$ cat src/rtl/alu_pkg.sv
// Shared definitions for the ALU issue path: op codes, instruction layout and data width.
package alu_pkg;

  localparam int DW   = 16;
  localparam int NREG = 16;
  localparam int AW   = 4;

  localparam int OPC_HI = 15;
  localparam int OPC_LO = 12;
  localparam int RD_HI  = 11;
  localparam int RD_LO  = 8;
  localparam int RS_HI  = 7;
  localparam int RS_LO  = 4;
  localparam int RT_HI  = 3;
  localparam int RT_LO  = 0;

  typedef enum logic [2:0] {
    OP_ADD = 3'd0,
    OP_SUB = 3'd1,
    OP_AND = 3'd2,
    OP_OR  = 3'd3,
    OP_SLL = 3'd4,
    OP_SRL = 3'd5,
    OP_SRA = 3'd6,
    OP_ROL = 3'd7
  } alu_op_e;

  typedef struct packed {
    logic [3:0] opcode;
    logic [3:0] rd;
    logic [3:0] rs;
    logic [3:0] rt;
  } instr_t;

  // Shift-class ops take their rt field as an immediate amount.
  function automatic logic op_is_shift(input alu_op_e op);
    return (op == OP_SLL) || (op == OP_SRL) || (op == OP_SRA) || (op == OP_ROL);
  endfunction

endpackage

$ cat src/rtl/issue_regfile.sv
// 2-read/1-write register file with r0 hardwired to zero and write-back bypass.
module issue_regfile #(
  parameter int DW   = 16,
  parameter int NREG = 16,
  parameter int AW   = 4
) (
  input  logic          clk,
  input  logic          rst_n,
  input  logic          wr_en,
  input  logic [AW-1:0] wr_addr,
  input  logic [DW-1:0] wr_data,
  input  logic [AW-1:0] rd_addr_a,
  output logic [DW-1:0] rd_data_a,
  input  logic [AW-1:0] rd_addr_b,
  output logic [DW-1:0] rd_data_b
);

  logic [DW-1:0] regs_r [NREG-1:1];

  // Register storage; r0 has no storage so writes to it vanish.
  always_ff @(posedge clk or negedge rst_n) begin
    if (!rst_n) begin
      for (int i = 1; i < NREG; i++) begin
        regs_r[i] <= {DW{1'b0}};
      end
    end else if (wr_en && (wr_addr != {AW{1'b0}})) begin
      regs_r[wr_addr] <= wr_data;
    end
  end

  // Read port A with same-cycle bypass of the incoming write-back.
  always_comb begin
    rd_data_a = {DW{1'b0}};
    if (rd_addr_a == {AW{1'b0}}) begin
      rd_data_a = {DW{1'b0}};
    end else if (wr_en && (wr_addr == rd_addr_a)) begin
      rd_data_a = wr_data;
    end else begin
      rd_data_a = regs_r[rd_addr_a];
    end
  end

  // Read port B with same-cycle bypass of the incoming write-back.
  always_comb begin
    rd_data_b = {DW{1'b0}};
    if (rd_addr_b == {AW{1'b0}}) begin
      rd_data_b = {DW{1'b0}};
    end else if (wr_en && (wr_addr == rd_addr_b)) begin
      rd_data_b = wr_data;
    end else begin
      rd_data_b = regs_r[rd_addr_b];
    end
  end

endmodule

$ cat src/rtl/alu_issue_stage.sv
// Decode, scoreboard and operand-issue stage feeding the 16-bit ALU.
// Optional ISSUE_PERF_EN adds saturating issue/stall counters.
module alu_issue_stage #(
  parameter int DW   = 16,
  parameter int NREG = 16
) (
  input  logic          clk,
  input  logic          rst_n,
  input  logic          in_valid,
  output logic          in_ready,
  input  logic [15:0]   in_instr,
  output logic          out_valid,
  input  logic          out_ready,
  output logic [DW-1:0] out_a,
  output logic [DW-1:0] out_b,
  output logic [2:0]    out_op,
  output logic [3:0]    out_imm,
  output logic [3:0]    out_rd,
  input  logic          wb_en,
  input  logic [3:0]    wb_addr,
  input  logic [DW-1:0] wb_data,
  output logic          illegal
`ifdef ISSUE_PERF_EN
  ,
  output logic [15:0]   perf_issued,
  output logic [15:0]   perf_stall
`endif
);

  import alu_pkg::*;

  instr_t        instr_s;
  alu_op_e       op_s;
  logic          is_illegal_s;
  logic          is_shift_s;
  logic [DW-1:0] read_a_s;
  logic [DW-1:0] read_b_s;
  logic          rs_blk_s;
  logic          rt_blk_s;
  logic          rd_blk_s;
  logic          hazard_s;
  logic          slot_free_s;
  logic          accept_s;
  logic          issue_s;
  logic [NREG-1:0] busy_r;
  logic [NREG-1:0] busy_next_s;

  logic          out_valid_r;
  logic [DW-1:0] out_a_r;
  logic [DW-1:0] out_b_r;
  logic [2:0]    out_op_r;
  logic [3:0]    out_imm_r;
  logic [3:0]    out_rd_r;
  logic          illegal_r;

  assign instr_s = '{opcode: in_instr[OPC_HI:OPC_LO],
                     rd:     in_instr[RD_HI:RD_LO],
                     rs:     in_instr[RS_HI:RS_LO],
                     rt:     in_instr[RT_HI:RT_LO]};

  assign op_s         = alu_op_e'(instr_s.opcode[2:0]);
  assign is_illegal_s = instr_s.opcode[3];
  assign is_shift_s   = op_is_shift(op_s);

  issue_regfile #(.DW(DW), .NREG(NREG), .AW(4)) u_regfile (
    .clk       (clk),
    .rst_n     (rst_n),
    .wr_en     (wb_en),
    .wr_addr   (wb_addr),
    .wr_data   (wb_data),
    .rd_addr_a (instr_s.rs),
    .rd_data_a (read_a_s),
    .rd_addr_b (instr_s.rt),
    .rd_data_b (read_b_s)
  );

  // Hazard detection: a busy register is released early by this cycle's write-back.
  always_comb begin
    rs_blk_s = busy_r[instr_s.rs] && !(wb_en && (wb_addr == instr_s.rs));
    rt_blk_s = busy_r[instr_s.rt] && !(wb_en && (wb_addr == instr_s.rt));
    rd_blk_s = busy_r[instr_s.rd] && !(wb_en && (wb_addr == instr_s.rd));
    if (is_illegal_s) begin
      hazard_s = 1'b0;
    end else begin
      hazard_s = rs_blk_s || (!is_shift_s && rt_blk_s) || rd_blk_s;
    end
  end

  assign slot_free_s = !out_valid_r || out_ready;
  assign in_ready    = slot_free_s && !hazard_s;
  assign accept_s    = in_valid && in_ready;
  assign issue_s     = accept_s && !is_illegal_s;

  // Scoreboard update: write-back clears first so a same-cycle issue set wins.
  always_comb begin
    busy_next_s = busy_r;
    if (wb_en) begin
      busy_next_s[wb_addr] = 1'b0;
    end else begin
      busy_next_s = busy_r;
    end
    if (issue_s && (instr_s.rd != 4'd0)) begin
      busy_next_s[instr_s.rd] = 1'b1;
    end else begin
      busy_next_s[0] = 1'b0;
    end
    busy_next_s[0] = 1'b0;
  end

  // Output register and scoreboard state.
  always_ff @(posedge clk or negedge rst_n) begin
    if (!rst_n) begin
      out_valid_r <= 1'b0;
      out_a_r     <= {DW{1'b0}};
      out_b_r     <= {DW{1'b0}};
      out_op_r    <= 3'd0;
      out_imm_r   <= 4'd0;
      out_rd_r    <= 4'd0;
      illegal_r   <= 1'b0;
      busy_r      <= {NREG{1'b0}};
    end else begin
      illegal_r <= accept_s && is_illegal_s;
      busy_r    <= busy_next_s;
      if (issue_s) begin
        out_valid_r <= 1'b1;
        out_a_r     <= read_a_s;
        out_b_r     <= is_shift_s ? {DW{1'b0}} : read_b_s;
        out_op_r    <= op_s;
        out_imm_r   <= is_shift_s ? instr_s.rt : 4'd0;
        out_rd_r    <= instr_s.rd;
      end else if (out_ready) begin
        out_valid_r <= 1'b0;
      end
    end
  end

  assign out_valid = out_valid_r;
  assign out_a     = out_a_r;
  assign out_b     = out_b_r;
  assign out_op    = out_op_r;
  assign out_imm   = out_imm_r;
  assign out_rd    = out_rd_r;
  assign illegal   = illegal_r;

`ifdef ISSUE_PERF_EN
  logic [15:0] perf_issued_r;
  logic [15:0] perf_stall_r;
  logic        stall_s;

  assign stall_s = in_valid && slot_free_s && hazard_s;

  // Saturating performance counters.
  always_ff @(posedge clk or negedge rst_n) begin
    if (!rst_n) begin
      perf_issued_r <= 16'd0;
      perf_stall_r  <= 16'd0;
    end else begin
      if (issue_s && (perf_issued_r != 16'hFFFF)) begin
        perf_issued_r <= perf_issued_r + 16'd1;
      end
      if (stall_s && (perf_stall_r != 16'hFFFF)) begin
        perf_stall_r <= perf_stall_r + 16'd1;
      end
    end
  end

  assign perf_issued = perf_issued_r;
  assign perf_stall  = perf_stall_r;
`endif

endmodule

$ cat config.mk
export PLATFORM = sky130hd
export DESIGN_NAME = alu_issue_stage
export DESIGN_NICKNAME = d
export VERILOG_FILES = /design/src/rtl/alu_pkg.sv /design/src/rtl/issue_regfile.sv /design/src/rtl/alu_issue_stage.sv
export SDC_FILE = /design/constraint.sdc
export NUM_CORES = 1
export LEC_CHECK = 0
export ABC_AREA = 1
export BUFFER_PORTS_ARGS = -buffer_cell sky130_fd_sc_hd__buf_4
export CORE_MARGIN = 8
export CORE_UTILIZATION = 40
export CTS_CLUSTER_SIZE = 40
export DETAILED_ROUTE_END_ITERATION = 10
export PLACE_DENSITY = 0.53
export RECOVER_POWER = 50
export SYNTH_ARGS = -nofsm -noshare
export SYNTH_HDL_FRONTEND = slang
export SYNTH_SLANG_ARGS = --single-unit
$ cat constraint.sdc
create_clock -name clk -period 2 [get_ports clk]
set_clock_uncertainty 0.1 [all_clocks]
set_input_delay 0.1 -clock clk [delete_from_list [all_inputs] [get_ports clk]]
set_output_delay 0.1 -clock clk [all_outputs]
set_load 0.05 [all_outputs]
==> flow_metrics.tcl <==
set metrics [dict create \
    grt_max_degree 81 \
    cts.sink_count 300 \
    holdCritPathClass "input port to register" \
    drive_gt1_frac 0.136 \
    antenna_found_initial 0 \
    pre_cts_slack_ns -0.0807 \
    ys_seq_elements 300 \
    status "complete, but fails checks" \
    cts_tree "done" \
    crit_fanout 3 \
    yosysTopAreaCell "dfrtp_1" \
    synth.distinct_cells 31 \
    final_cells 2802 \
    endpoint_kind "primary output" \
    drtPass1Iterations 6 \
    path_class "register to primary output" \
    fmax_mhz 440 \
    pwr-share-clk 0.320 \
    fin_crit_ns 2.27 \
    combPwrFrac 0.273 \
    htreeDepth 2 \
    overflow 0 \
    max-cap-violations 0 \
    viasPerCell 5.70 \
    syn_to_final_growth_pct 23.3 \
    drtIter0Drc 1748 \
    ir_drop_v 0.000527 \
    wirelength_microns 65000 \
    startpoint_type "register" \
    start_util 0.403 \
    crit_chain "inv_1, nand2_1, nand3_1, nand2_1, nand2_1, nand2_1, inv_1, a21oi_2, nor2_4, o21a_1, buf_6" \
    drtAntennaViolNets 0 \
    layout_common_cells "nand2_1 (444), o21ai_0 (377), dfrtp_1 (300), a21oi_1 (220), inv_1 (190)" \
    drc 0 \
    ys_seq_area_frac 0.470 \
    worstPathArrival_ns 2.07 \
    yosys.area.top_type_share 0.470 \
    io_pins 87 \
    dieWidth_microns 216 \
    core_sq_um 39500 \
    place_congestion 0.883 \
    syn_nets 2162 \
    p_per_area_nw_per_um2 1040 \
    place_inst 2696 \
    finalHoldViolCount 0 \
    path_buf_inv 3 \
    syn_area_per_cell_sq_um 7.52 \
    yosys-top-cells-area "dfrtp_1 (47%), o21ai_0 (12%), nand2_1 (11%)" \
    final_common_cell "nand2_1" \
    grt_pass1_wl_microns 99600 \
    clock_latency_ns 0.53 \
    cts-buffers-inserted 36 \
    cts.clk_slew.worst_paths_ns 0.06 \
    place_hpwl_microns 42400 \
    die-area_sq_um 46500 \
    syn_inst 2121 \
    wl_per_cell_microns 23.2 \
    nNetsFinal 2297 \
    worst-slew-pin-transition_ns 1.16 \
    rsz0062_at_grt "true" \
    drv_slew 0 \
    p_switching_uw 7110 \
    synth_warnings 0 \
    cts_buffer_depth 3 \
    dr_total_vias 16000 \
    finalCritPeriodShare 1.14 \
    port_buffers 86 \
    power_leakage_uw 0.00894 \
    power.internal_uw 13400 \
    setup_slack_ns -0.273 \
    relSlewSlack 0.225 \
    crit_path_max_incr_delay_ns 0.43 \
    grtUsageTotal 0.277 \
    n_antenna_cell 0 \
    violations "setup timing" \
    crit_path_frequent_cell "nand2_1" \
    die_h_microns 216 \
    required_ns 1.80 \
    seq_power_share 0.407 \
    grt_pass1_vias 15600 \
    setup_viol 61 \
    p_sw_frac 0.347 \
    cts-root-buf "clkbuf_16" \
    cp_top_family "flip-flops" \
    cp_slowest_cell "dfrtp_1" \
    netlist_area_sq_um 16000 \
    num_rows 73 \
]
## logic make-up (layout without fill, tap and decap cells)
family	count (synthesis)	in the layout	synth area share
buffers and inverters	375	531	0.0906
DFF	300	300	0.470
AOI/OAI and AO/OA	783	783	0.271
and+or+nand+nor	661	661	0.167
xor gates and xnor gates	2	2	0.00110
## worst register-to-register path, delay by kind of cell, from the launching register on
kind	cells	cell delay (ns)
simple gates	10	0.76
buf+inv	4	0.70
flops	1	0.43
compound gates	1	0.07
## stage by stage
step	hold WS (ns)	setup TNS [ns]	power, uW	utilization	area [sq um]
floorplan	-0.296	0	11600	-	16000
global placement	-0.0646	-1.40	13600	0.454	18000
detailed placement	-0.0599	-2.12	13700	0.454	18000
CTS	0.0313	-6.12	20600	0.500	19800
global route	0.0703	-30.13	21600	0.497	19700
finish	0.0367	-6.91	20500	0.497	19700
## cell type report
class	count	area (sq um)
Tap cell	525	657
Multi-Input combinational cell	1446	7090
Clock buffer	50	1030
Clock inverter	9	120
Inverter	205	769
Fill cell	3904	19900
Sequential cell	300	7510
Timing Repair Buffer	267	2490
## cells in the mapped netlist
| cell | n |
|---|---|
| o21ai_0 | 380 |
| nand2_1 | 449 |
| o22ai_1 | 7 |
| nor2_2 | 4 |
| nand3_1 | 85 |
| o21a_1 | 1 |
| clkinv_1 | 2 |
| o31ai_1 | 1 |
| o221a_2 | 2 |
| buf_1 | 12 |
| buf_4 | 1 |
| nand4_1 | 4 |
| o221ai_1 | 49 |
| nand4_4 | 2 |
| o211ai_1 | 69 |
| nand2_2 | 1 |
| buf_6 | 1 |
| clkbuf_1 | 135 |
| xnor2_1 | 2 |
| a211oi_1 | 4 |
| nor2_4 | 2 |
| o21ai_1 | 43 |
| dfrtp_1 | 300 |
| a21oi_1 | 222 |
| a31oi_1 | 3 |
| nor3_1 | 3 |
| inv_2 | 11 |
| nor2_1 | 111 |
| buf_2 | 21 |
| o2111ai_1 | 2 |
| inv_1 | 192 |
## power by group through the flow
stage	clock, uW	sequential [uW]	combinational, uW
finish	6560	8340	5590
global route	6910	8510	6160
CTS	6690	8310	5560
detailed placement	0	8400	5330
global placement	0	8370	5230
floorplan	0	9110	2520
## registers in the layout (all words and copies together) (netlist names)
register          cells
out_imm               4
out_a                16
out_valid             1
u_regfile.regs_r    240
out_b                16
busy_r               15
illegal               1
out_op                3
out_rd                4
## routing by layer
metal,global-route usage,routed length (microns),vias up
met5,0,0,-
met4,0.0797,1550,0
met3,0.0555,5790,114
met2,0.426,29000,746
met1,0.390,28700,7699
li1,-,-,7409
## path summary, 6_finish.rpt
kind | from | slack [ns] | depth (start not counted) | to
max in group asynchronous | rst_n | 0 | 4 | u_regfile.regs_r[156]
min reg2reg | u_regfile.regs_r[227] | 0.38 | 2 | u_regfile.regs_r[227]
max | busy_r[3] | -0.27 | 11 | in_ready
min in group asynchronous | rst_n | 0.78 | 3 | u_regfile.regs_r[68]
min | in_instr[9] | 0.04 | 4 | out_rd[1]
max reg2reg | busy_r[3] | -0.19 | 15 | out_b[15]
## repair_timing
action	4_1_cts	5_1_grt
gates cloned	6	0
hold buffers	36	0
resized for setup	18	17
setup buffers	2	3
hold endpoints to repair	408	0
pin swaps	4	4
setup endpoints to repair	40	60
Note: power is estimated with default switching activity, not from simulation.
